===== src/rtl/mem_port_arbiter_pkg.sv =====
// Shared types and defaults for the CPU/DMA memory port arbiter.
package mem_port_arbiter_pkg;
  localparam int DEF_ADDR_W       = 32;
  localparam int DEF_DATA_W       = 32;
  localparam int DEF_STARVE_LIMIT = 4;

  typedef enum logic [1:0] {
    IDLE   = 2'd0,
    ACCESS = 2'd1,
    RESP   = 2'd2
  } arb_state_e;

  typedef enum logic {
    OWN_CPU = 1'b0,
    OWN_DMA = 1'b1
  } owner_e;
endpackage


===== src/rtl/mem_port_arbiter_arb_select.sv =====
// Combinational winner pick between CPU and DMA requests.
// Build option ARB_RR_EN selects round-robin; otherwise CPU priority with starvation override.
module mem_port_arbiter_arb_select
  import mem_port_arbiter_pkg::*;
#(
  parameter int STARVE_LIMIT = DEF_STARVE_LIMIT,
  parameter int CNT_W        = 3
) (
  input  logic             i_cpu_req,
  input  logic             i_dma_req,
  input  owner_e           i_last_owner,
  input  logic [CNT_W-1:0] i_starve_cnt,
  output logic             o_valid,
  output owner_e           o_winner
);
  logic w_unused;

  assign o_valid = i_cpu_req | i_dma_req;

`ifdef ARB_RR_EN
  assign w_unused = ^i_starve_cnt;

  always_comb begin
    o_winner = OWN_CPU;
    if (i_cpu_req && i_dma_req) begin
      o_winner = (i_last_owner == OWN_CPU) ? OWN_DMA : OWN_CPU;
    end else if (i_dma_req) begin
      o_winner = OWN_DMA;
    end
  end
`else
  assign w_unused = (i_last_owner == OWN_DMA);

  always_comb begin
    o_winner = OWN_CPU;
    if (i_cpu_req && i_dma_req) begin
      // DMA has lost STARVE_LIMIT contests in a row: let it through once.
      o_winner = (i_starve_cnt == CNT_W'(STARVE_LIMIT)) ? OWN_DMA : OWN_CPU;
    end else if (i_dma_req) begin
      o_winner = OWN_DMA;
    end
  end
`endif
endmodule


===== src/rtl/mem_port_arbiter.sv =====
// Serialises CPU and DMA accesses onto a single-port memory (IDLE -> ACCESS -> [RESP]).
// Build option: ARB_RR_EN = round-robin arbitration, starvation counter removed.
module mem_port_arbiter
  import mem_port_arbiter_pkg::*;
#(
  parameter int ADDR_W       = DEF_ADDR_W,
  parameter int DATA_W       = DEF_DATA_W,
  parameter int STARVE_LIMIT = DEF_STARVE_LIMIT
) (
  input  logic              i_clk,
  input  logic              i_rst,
  input  logic              i_cpu_req,
  input  logic              i_cpu_we,
  input  logic [ADDR_W-1:0] i_cpu_addr,
  input  logic [DATA_W-1:0] i_cpu_wdata,
  input  logic              i_dma_req,
  input  logic              i_dma_we,
  input  logic [ADDR_W-1:0] i_dma_addr,
  input  logic [DATA_W-1:0] i_dma_wdata,
  output logic              o_cpu_gnt,
  output logic              o_dma_gnt,
  output logic              o_cpu_rvalid,
  output logic              o_dma_rvalid,
  output logic [DATA_W-1:0] o_cpu_rdata,
  output logic [DATA_W-1:0] o_dma_rdata,
  output logic              o_mem_read,
  output logic              o_mem_write,
  output logic [ADDR_W-1:0] o_mem_adr,
  output logic [DATA_W-1:0] o_mem_wdata,
  input  logic [DATA_W-1:0] i_mem_rdata
);
  localparam int CNT_W = $clog2(STARVE_LIMIT + 1);

  arb_state_e        r_state;
  arb_state_e        w_state_next;
  owner_e            r_owner;
  owner_e            r_last_owner;
  owner_e            w_winner;
  logic              w_sel_valid;
  logic              w_select;
  logic              r_we;
  logic [ADDR_W-1:0] r_mem_adr;
  logic [DATA_W-1:0] r_mem_wdata;
  logic [DATA_W-1:0] r_cpu_rdata;
  logic [DATA_W-1:0] r_dma_rdata;
  logic              r_cpu_rvalid;
  logic              r_dma_rvalid;
  logic [CNT_W-1:0]  w_starve_cnt;

  mem_port_arbiter_arb_select #(
    .STARVE_LIMIT (STARVE_LIMIT),
    .CNT_W        (CNT_W)
  ) u_arb_select (
    .i_cpu_req    (i_cpu_req),
    .i_dma_req    (i_dma_req),
    .i_last_owner (r_last_owner),
    .i_starve_cnt (w_starve_cnt),
    .o_valid      (w_sel_valid),
    .o_winner     (w_winner)
  );

  assign w_select = (r_state == IDLE) && w_sel_valid;

`ifdef ARB_RR_EN
  assign w_starve_cnt = '0;
`else
  logic [CNT_W-1:0] r_starve_cnt;

  // Counts contests the DMA lost to the CPU; saturates at the limit.
  always_ff @(posedge i_clk or posedge i_rst) begin
    if (i_rst) begin
      r_starve_cnt <= '0;
    end else if (w_select) begin
      if (w_winner == OWN_DMA) begin
        r_starve_cnt <= '0;
      end else if (i_dma_req && (r_starve_cnt != CNT_W'(STARVE_LIMIT))) begin
        r_starve_cnt <= r_starve_cnt + CNT_W'(1);
      end
    end
  end

  assign w_starve_cnt = r_starve_cnt;
`endif

  always_ff @(posedge i_clk or posedge i_rst) begin
    if (i_rst) begin
      r_state <= IDLE;
    end else begin
      r_state <= w_state_next;
    end
  end

  always_comb begin
    w_state_next = r_state;
    o_cpu_gnt    = 1'b0;
    o_dma_gnt    = 1'b0;
    o_mem_read   = 1'b0;
    o_mem_write  = 1'b0;
    case (r_state)
      IDLE: begin
        if (w_sel_valid) begin
          w_state_next = ACCESS;
        end
      end
      ACCESS: begin
        o_mem_read   = ~r_we;
        o_mem_write  = r_we;
        o_cpu_gnt    = (r_owner == OWN_CPU);
        o_dma_gnt    = (r_owner == OWN_DMA);
        w_state_next = r_we ? IDLE : RESP;
      end
      RESP: begin
        w_state_next = IDLE;
      end
      default: begin
        w_state_next = IDLE;
      end
    endcase
  end

  always_ff @(posedge i_clk or posedge i_rst) begin
    if (i_rst) begin
      r_owner      <= OWN_CPU;
      r_last_owner <= OWN_DMA;
      r_we         <= 1'b0;
      r_mem_adr    <= '0;
      r_mem_wdata  <= '0;
      r_cpu_rdata  <= '0;
      r_dma_rdata  <= '0;
      r_cpu_rvalid <= 1'b0;
      r_dma_rvalid <= 1'b0;
    end else begin
      r_cpu_rvalid <= 1'b0;
      r_dma_rvalid <= 1'b0;
      if (w_select) begin
        r_owner      <= w_winner;
        r_last_owner <= w_winner;
        if (w_winner == OWN_CPU) begin
          r_we      <= i_cpu_we;
          r_mem_adr <= i_cpu_addr;
          if (i_cpu_we) begin
            r_mem_wdata <= i_cpu_wdata;
          end
        end else begin
          r_we      <= i_dma_we;
          r_mem_adr <= i_dma_addr;
          if (i_dma_we) begin
            r_mem_wdata <= i_dma_wdata;
          end
        end
      end
      // Memory answers the cycle after the read strobe; hand it to the owner only.
      if (r_state == RESP) begin
        if (r_owner == OWN_CPU) begin
          r_cpu_rdata  <= i_mem_rdata;
          r_cpu_rvalid <= 1'b1;
        end else begin
          r_dma_rdata  <= i_mem_rdata;
          r_dma_rvalid <= 1'b1;
        end
      end
    end
  end

  assign o_cpu_rvalid = r_cpu_rvalid;
  assign o_dma_rvalid = r_dma_rvalid;
  assign o_cpu_rdata  = r_cpu_rdata;
  assign o_dma_rdata  = r_dma_rdata;
  assign o_mem_adr    = r_mem_adr;
  assign o_mem_wdata  = r_mem_wdata;
endmodule


===== config.mk =====
export PLATFORM = sky130hd
export DESIGN_NAME = mem_port_arbiter
export DESIGN_NICKNAME = d
export VERILOG_FILES = /design/src/rtl/mem_port_arbiter_pkg.sv /design/src/rtl/mem_port_arbiter_arb_select.sv /design/src/rtl/mem_port_arbiter.sv
export SDC_FILE = /design/constraint.sdc
export NUM_CORES = 1
export LEC_CHECK = 0
export CORE_UTILIZATION = 36
export DETAILED_ROUTE_END_ITERATION = 6
export PLACE_DENSITY = 0.87
export SYNTH_ARGS = -nofsm -noshare
export SYNTH_HDL_FRONTEND = slang
export SYNTH_HIERARCHICAL = 1
export SYNTH_SLANG_ARGS = --single-unit

===== constraint.sdc =====
create_clock -name i_clk -period 4.4 [get_ports i_clk]
set_clock_uncertainty 0.15 [all_clocks]
set_input_delay 0.66 -clock i_clk [delete_from_list [all_inputs] [get_ports i_clk]]
set_output_delay 0.66 -clock i_clk [all_outputs]
set_load 0.01 [all_outputs]

==> metrics.txt <==
endpoint type of the worst setup path=flip-flop; Pins Over Slew Limit=0; switching share of total power=a little under a third; Final Hold Viols=0; Int Power=~4.6 mW; DRT antenna net count=0; DR vias/cell=about 4.6; Die Y=about 130 microns; Reg area=between 3000 and 4000 sq um; most frequent cells in the layout=299 x clkdlybuf4s50_1, 137 x dfrtp_1, 123 x mux2_2, 34 x o21ai_0; final setup TNS=0 ps; crit path DAT=approximately 2800 ps; GRT Util Overall=18.6%; Post-Route WL=around 15000 microns; Initial DRC Count=~90; power share of the clock group=about a fifth; WL/cell=~16 microns; post-layout util=60.6%; multi-input logic area=about 2300 sq um; first-pass GRT wire length=~23000 microns; HPWL Detailed=about 11000 microns; Fillers=1310; Static Leakage=3.98 nW; share of cells above drive strength 1=between 20% and 30%; PnR Total Power=between 6 and 7 mW; routability cong.=about 0.76; worst skew pair latency=400 ps; Cell Rows=between 40 and 50; crit-path cells=or3b_1, a21boi_4, buf_4, mux2_2, mux2_1; Core Box Area=around 16000 sq um; DRT Pass-1 Iters=4; synth warn=6; # nets final=slightly below 900; largest net degree at the start of global routing=about 130; DRC=0; final worst path period share=between 60% and 70%; minimum clock period=2650 ps; clock-pin slew on the worst setup and hold paths=about 60 ps; PwrDens=between 600 and 700 nW/um^2; Psw=between 1.5 and 2 mW; Remaining Overflow, GRT=0; Achievable Freq=around 0.38 GHz; RSZ-0062 raised after global routing=false; Mapped Cells=421; Min Hold Slack=approximately 330 ps; # hold bufs at CTS=0; vias after detailed routing=between 4000 and 5000; syn_area_per_cell=roughly 14 sq um; area grow syn2layout=64.8%; clk sinks=between 100 and 150; Final setup viols=0; critical path type=reg -> reg; Die Area=16700 sq um; diode count=0; Post CTS Setup Buffer Count=0; sequential share of power=about a third; most common cell after layout, fill and taps aside=clkdlybuf4s50_1; synthesized area=5840 sq um; Max-slew headroom=between 40% and 50%; Buffers on Ports=around 300; Combinational Power Share=between 40 and 50%; cts repair resizes=0; Starting Density=between 30% and 40%; die width=about 130 microns; Worst Path Max Fanout=52; Ports=300; clock root cell=clkbuf_16; slowest CP cell=buf_4; Critical Path Start Type=flip-flop; initial antenna violation count=0; Clock Path Buffers=2; Max VDD drop=0.312 mV; maxcap violations=0; Slew @ Worst Pin=758 ps; H-tree depth=4; Post-Syn Nets=589; TritonCTS buffer count=17; worst hold path type=reg -> reg; Worst path max stage delay=600 ps; number of global-route vias before repair=~4600; outcome=finished clean; WP data required=roughly 4500 ps; TritonCTS clock tree=done
## worst max-delay path, delay by kind of cell (launching register included)
kind | cells | cell delay (ps)
AOI/OAI and AO/OA | 1 | 190
buffers and inverters | 1 | 600
and+or+nand+nor | 1 | 440
muxes | 2 | 700
DFF | 1 | 410
## power groups by stage
stage	registers (mW)	logic (mW)	clock network, mW
after floorplan	2.51	1.03	0
after global placement	2.23	2.88	0
after detailed placement	2.26	2.95	0
after CTS	2.24	2.96	1.44
after global routing	2.31	3.14	1.50
final	2.23	2.91	1.40
## stage by stage
step                      setup WS [ps]  instance area [sq um]  cells
after floorplan                    1880                   5850    421
after global placement             1390                   9050    918
after detailed placement           1310                   9050    918
after CTS                          1730                   9630    949
after global routing               1610                   9630    949
final                              1750                   9630    949
## worst paths after layout
kind                                                  start                          end  slack (ps)  cells past startpoint
worst max-delay path            r_starve_cnt[1]$_DFFE_PP0P_   o_mem_wdata[0]$_DFFE_PP0P_        1750                      5
worst min-delay path               o_mem_adr[6]$_DFFE_PP0P_     o_mem_adr[6]$_DFFE_PP0P_         330                      2
worst max register to register  r_starve_cnt[1]$_DFFE_PP0P_   o_mem_wdata[0]$_DFFE_PP0P_        1750                      5
worst min register to register     o_mem_adr[6]$_DFFE_PP0P_     o_mem_adr[6]$_DFFE_PP0P_         330                      2
max in group asynchronous                             i_rst  o_mem_wdata[17]$_DFFE_PP0P_        2740                      3
min in group asynchronous                             i_rst       r_state[1]$_DFFE_PP0P_         380                      2
## metal layers
| layer | vias up | global-route usage [%] | part of all wire [%] |
|---|---|---|---|
| li1 | 2075 | - | - |
| met1 | 2084 | 20.2 | 37 |
| met2 | 184 | 33.3 | 52 |
| met3 | 21 | 6.07 | 8.5 |
| met4 | 0 | 7.66 | 1.8 |
| met5 | - | 0 | 0 |
## sequential cells by signal (all words and copies together), names as in the netlist
| register | cells |
|---|---|
| o_dma_rdata | 32 |
| o_dma_rvalid | 1 |
| o_mem_wdata | 32 |
| r_we | 1 |
| o_cpu_rvalid | 1 |
| o_cpu_rdata | 32 |
| o_mem_adr | 32 |
| r_state | 2 |
| r_starve_cnt | 3 |
| r_owner | 1 |
## layout make-up
type	count	share of cell area, %
tap	216	2.81
inverter	8	0.351
sequential	137	35.6
multi-input combinational	251	23.5
clock inverter	8	1.26
timing repair buffer	306	31.7
clock buffer	23	4.75
Note: power is estimated with default switching activity, not from simulation.
==> RTL change 1 (same settings) <==
Add a define of `ARB_RR_EN`.
--- a/src/rtl/mem_port_arbiter_arb_select.sv
+++ b/src/rtl/mem_port_arbiter_arb_select.sv
@@ -1,5 +1,7 @@
 // Combinational winner pick between CPU and DMA requests.
 // Build option ARB_RR_EN selects round-robin; otherwise CPU priority with starvation override.
+`define ARB_RR_EN
+
 module mem_port_arbiter_arb_select
   import mem_port_arbiter_pkg::*;
 #(
Formal check against the unedited RTL: not equivalent (Yosys sat finds a counterexample within 4 cycles, from zero or initial values and one cycle with i_rst high).
==> RTL change 1 against the unedited design <==
Synthesized area down 1.3%; sequential cell count down 2; combinational power rose by 3%; critical path depth rose by 1; design area decreased by 1.2%; worst hold slack improved by 0.0023 ns; largest cell class unchanged; power is essentially flat; utilization is 1.1 points higher; worst setup slack worse by 0.31 ns; wire length is 0.11% higher.
==> RTL change 1: results (changes against the unedited design) <==
* Launching element of the worst setup path: i_cpu_req
* VDD IR max: 0.452 mV (+45%)
- The final HPWL from detailed placement came to 11,200 um (-0.93%).
- Number of nets in the synthesized netlist: 572 (-2.9%)
- The number of global-route vias before repair came to 4,651 (+0.93%).
- Number of fill cells: 1,187 (-9.4%)
- Wire length of the first global-routing pass: 23,500 um (+0.23%)
- Worst Path Arrival: 3.10 ns (+0.31 ns)
- Compared with the post-synthesis result, the final layout area differs by 65.1%.
- The worst stage delay on the critical path is 0.56 ns (-0.04 ns).
- The post-cts repair resize count is 0 (unchanged).
* GP Congestion: 0.772 (+1.9%)
- Status: finished clean
* Sum of routed wire length over all layers: 15,100 um (+0.11%)
- The maximum number of pins on one net before global-route repair is 136 (+3.8%).
* Per-cell via count in the routed design: 4.66 (+1.4%)
- Via count: 4,331 (-0.76%)
- GRT Total Usage: 18.6% (+0.019 points)
* Worst slew pin tran: 0.940 ns (+0.181 ns)
- Share of final-layout standard cells stronger than drive strength 1: 23.8% (+1.6 points)
* Startpoint of the worst hold path: o_mem_adr[19]
- The highest fanout seen on the critical path is 21 (-60%).
* Static Leakage: 4.00 nW (+0.46%)
* Slowest CP cell: nor2_4
* Mean area per synthesized cell: 14.2 sq um (+2.3%)
-- RTL change 1: changes by cell type in the layout (fill, tap and decap cells not counted), moves of 2 or more --
cell	change
inv_1	-3
mux2_4	+20
bufinv_16	-2
dfrtp_1	-3
clkinvlp_4	+4
mux2_1	-6
mux2_2	-15
nand2_1	+2
clkbuf_1	-5
ha_1	-2
-- RTL change 1: per-layer routing --
metal  vias up  wire (um)  GRT usage (%)
li1       2017          -              -
met2       185       7760           32.7
met5         -          0              0
met3        11       1210           6.15
met1      2118       5930           21.3
met4         0        196           6.37
-- RTL change 1: report_power, final --
group          internal, mW  total [mW]  switching (mW)
logic                  1.84        2.99            1.14
clock network         0.800        1.32           0.521
registers              1.88        2.24           0.362
total                  4.52        6.55            2.03
-- RTL change 1: through the flow --
| step | cell area (sq um) | hold slack [ns] | setup slack [ns] |
|---|---|---|---|
| 6_report | 9520 | 0.328 | 1.44 |
| 3_3_place_gp | 8960 | 0.310 | 1.09 |
| 2_1_floorplan | 5770 | 0.289 | 1.91 |
| 3_5_place_dp | 8960 | 0.322 | 1.00 |
| 4_1_cts | 9520 | 0.333 | 1.44 |
| 5_1_grt | 9520 | 0.347 | 1.37 |
-- RTL change 1: cell type report --
cell class	count	share of cell area (%)
multi-input combinational	242	23.6
clock inverter	12	1.10
inverter	5	0.237
tap	211	2.77
sequential	135	35.5
clock buffer	19	4.76
timing repair buffer	305	32.0
-- RTL change 1: worst max-delay path: cells and delay by family --
kind,cells,cell delay (ns)
buffers and inverters,2,0.91
muxes,1,0.33
and+or+nand+nor,3,1.19
-- RTL change 1: worst paths after layout --
| path | end | slack (ns) | depth (start not counted) |
|---|---|---|---|
| min reg2reg | o_mem_adr[19] | 0.33 | 2 |
| max reg2reg | o_mem_wdata[14] | 1.90 | 4 |
| max in group asynchronous | o_mem_adr[9] | 2.88 | 3 |
| min in group asynchronous | o_cpu_rdata[4] | 0.67 | 3 |
| min | o_mem_adr[19] | 0.33 | 2 |
| max | o_mem_wdata[14] | 1.44 | 6 |
==> RTL change 2 (same flow settings) <==
Without the edit above. Re-encode `arb_state_e` (3 states) as one-hot, 3 bits wide.
--- a/src/rtl/mem_port_arbiter_pkg.sv
+++ b/src/rtl/mem_port_arbiter_pkg.sv
@@ -4,10 +4,10 @@
   localparam int DEF_DATA_W       = 32;
   localparam int DEF_STARVE_LIMIT = 4;
 
-  typedef enum logic [1:0] {
-    IDLE   = 2'd0,
-    ACCESS = 2'd1,
-    RESP   = 2'd2
+  typedef enum logic [2:0] {
+    IDLE   = 3'b001,
+    ACCESS = 3'b010,
+    RESP   = 3'b100
   } arb_state_e;
 
   typedef enum logic {
Function: same outputs for any inputs over 4 cycles, from zero or initial values and one cycle with i_rst high; so few cycles prove little.
==> RTL change 2 against the unedited design <==
Design area increased by 2.5%; power decreased by 6.9%; wire length increased by 2.0%; synthesized area increased by 5.1%; worst setup slack worse by 0.42 ns; global-route usage decreased by 0.36 points; sequential cell count is 1 higher; utilization fell by 1.3 points; worst hold slack got worse by 0.0016 ns; critical endpoint is now o_mem_read.
==> RTL change 2: results (changes against the unedited design) <==
- Vias in the first global route: 4,609 (+0.022%)
- Worst slew pin tran: 0.912 ns (+0.154 ns)
- The net count reported at finish is 890 (+0.11%).
- The worst register-to-register path ends at o_mem_wdata[22].
- The final HPWL from detailed placement was 11,600 um (+2.3%).
- H-tree level count: 4 (unchanged)
* Per-cell via count in the routed design: 4.69 (+2.1%)
* Routed wl met3: 1300 um (+1.6%)
- Sequential Power: 2.15 mW (-4%)
- The switching power is 1.85 mW (-6.3%).
- Worst-path fanout max: 5 (-90%)
- Startpoint of the worst hold path: o_mem_adr[27]
* First-pass iteration count of the detailed router: 4 (unchanged)
- The global routing usage on met1 was 21.9% (+1.7 points).
- The later pin in the worst-skew pair is clocked with a latency of about 0.4 ns.
- The fraction of final layout cells with drive strength greater than 1 is 23.3% (+1.0 points).
- Top sig layer: met4
- The number of DRC markers after the initial detailed-route iteration came to 122 (+39%).
- The worst endpoint data arrival time was 2.26 ns (-0.53 ns).
* Static Leakage: 4.27 nW (+7.1%)
- The min-delay analysis places its worst path in the category reg -> reg.
- Wire length of the first global-routing pass: 24,500 um (+4.3%)
- Number of nets in the synthesized netlist: 591 (+0.34%)
* Setup crit end: o_mem_read
- The maximum count of clock buffers along a single path was 2 (unchanged).
- The count of port buffers added during placement was 299 (unchanged).
- The number of antenna violations at the first check in global routing was 0 (unchanged).
* Number of cells traversed by the worst hold path: 2 (unchanged)
- The critical path starts at r_state[1].
- The post-cts repair resize count is 0 (unchanged).
- The met3 global-route usage came to 6.44% (+0.37 points).
* Mean area per synthesized cell: 14.5 sq um (+4.6%)
- The maximum number of pins on one net before global-route repair is 74 (-44%).
- The cell count of the worst reg-to-reg path was 5 (unchanged).
- The number of nets with antenna violations after detailed routing is 0 (unchanged).
- The number of cells after detailed placement came to 923 (+0.54%).
- The reg2reg setup slack was 1.88 ns (+0.13 ns).
- Clock root cell: clkbuf_16
- Worst r2r src: r_starve_cnt[1]
* Logic power comb: 2.53 mW (-13%)
- Clock edge transition at the registers on the reported setup and hold paths: 0.06 ns (about the same)
- The area of placed instances was 9290 sq um (+2.6%).
- Sum of routed wire length over all layers: 15,400 um (+2.0%)
- GR met2 Demand/Resource: 29.9% (-3.4 points)
- The run finished with clean final reports.
- The path with the worst hold slack has its endpoint at o_mem_adr[27].
- The all-layer global routing usage was 18.3% (-0.36 points).
- The post-route non-filler standard cell count is 955 (+0.63%).
* VDD IR max: 0.296 mV (-5.2%)
- The last weighted congestion value of the routability-driven placer was 0.727 (-4.1%).
- The logic gate share of total power came to 41.5% (-3.0 points).
- Met2 wire length: 7360 um (-6.8%)
* M1 wire length: 6430 um (+14%)
- The buffer count from post-CTS setup fixing came to 0 (unchanged).
[RTL change 2: cell count changes in the layout (fill, tap and decap cells not counted), sizes merged, moves of 2 or more]
cell,delta
and2,+2
clkbuf,-5
inv,+3
nand2,+2
[RTL change 2: metrics by stage]
step | setup WS [ns] | hold slack, ns | utilization, %
2_1_floorplan | 1.87 | 0.287 | -
3_3_place_gp | 1.49 | 0.310 | 55.8
3_5_place_dp | 1.45 | 0.319 | 55.8
4_1_cts | 1.29 | 0.333 | 59.4
5_1_grt | 1.20 | 0.357 | 59.4
6_report | 1.33 | 0.324 | 59.4
[RTL change 2: cell type report]
cell class	instances	area [sq um]
fillers	1350	6760
flip-flops and latches	138	3450
repair buffers	306	3060
multi-input cells	254	2480
clock buffers	18	429
well taps	220	275
clock inverters	14	161
inverters	5	22.5
[RTL change 2: worst max-delay path, cell delays in order (launching register included)]
cell	delay [ns]
dfrtp_1	0.47
or3b_2	0.50
nor2_1	0.27
clkdlybuf4s50_1	0.63
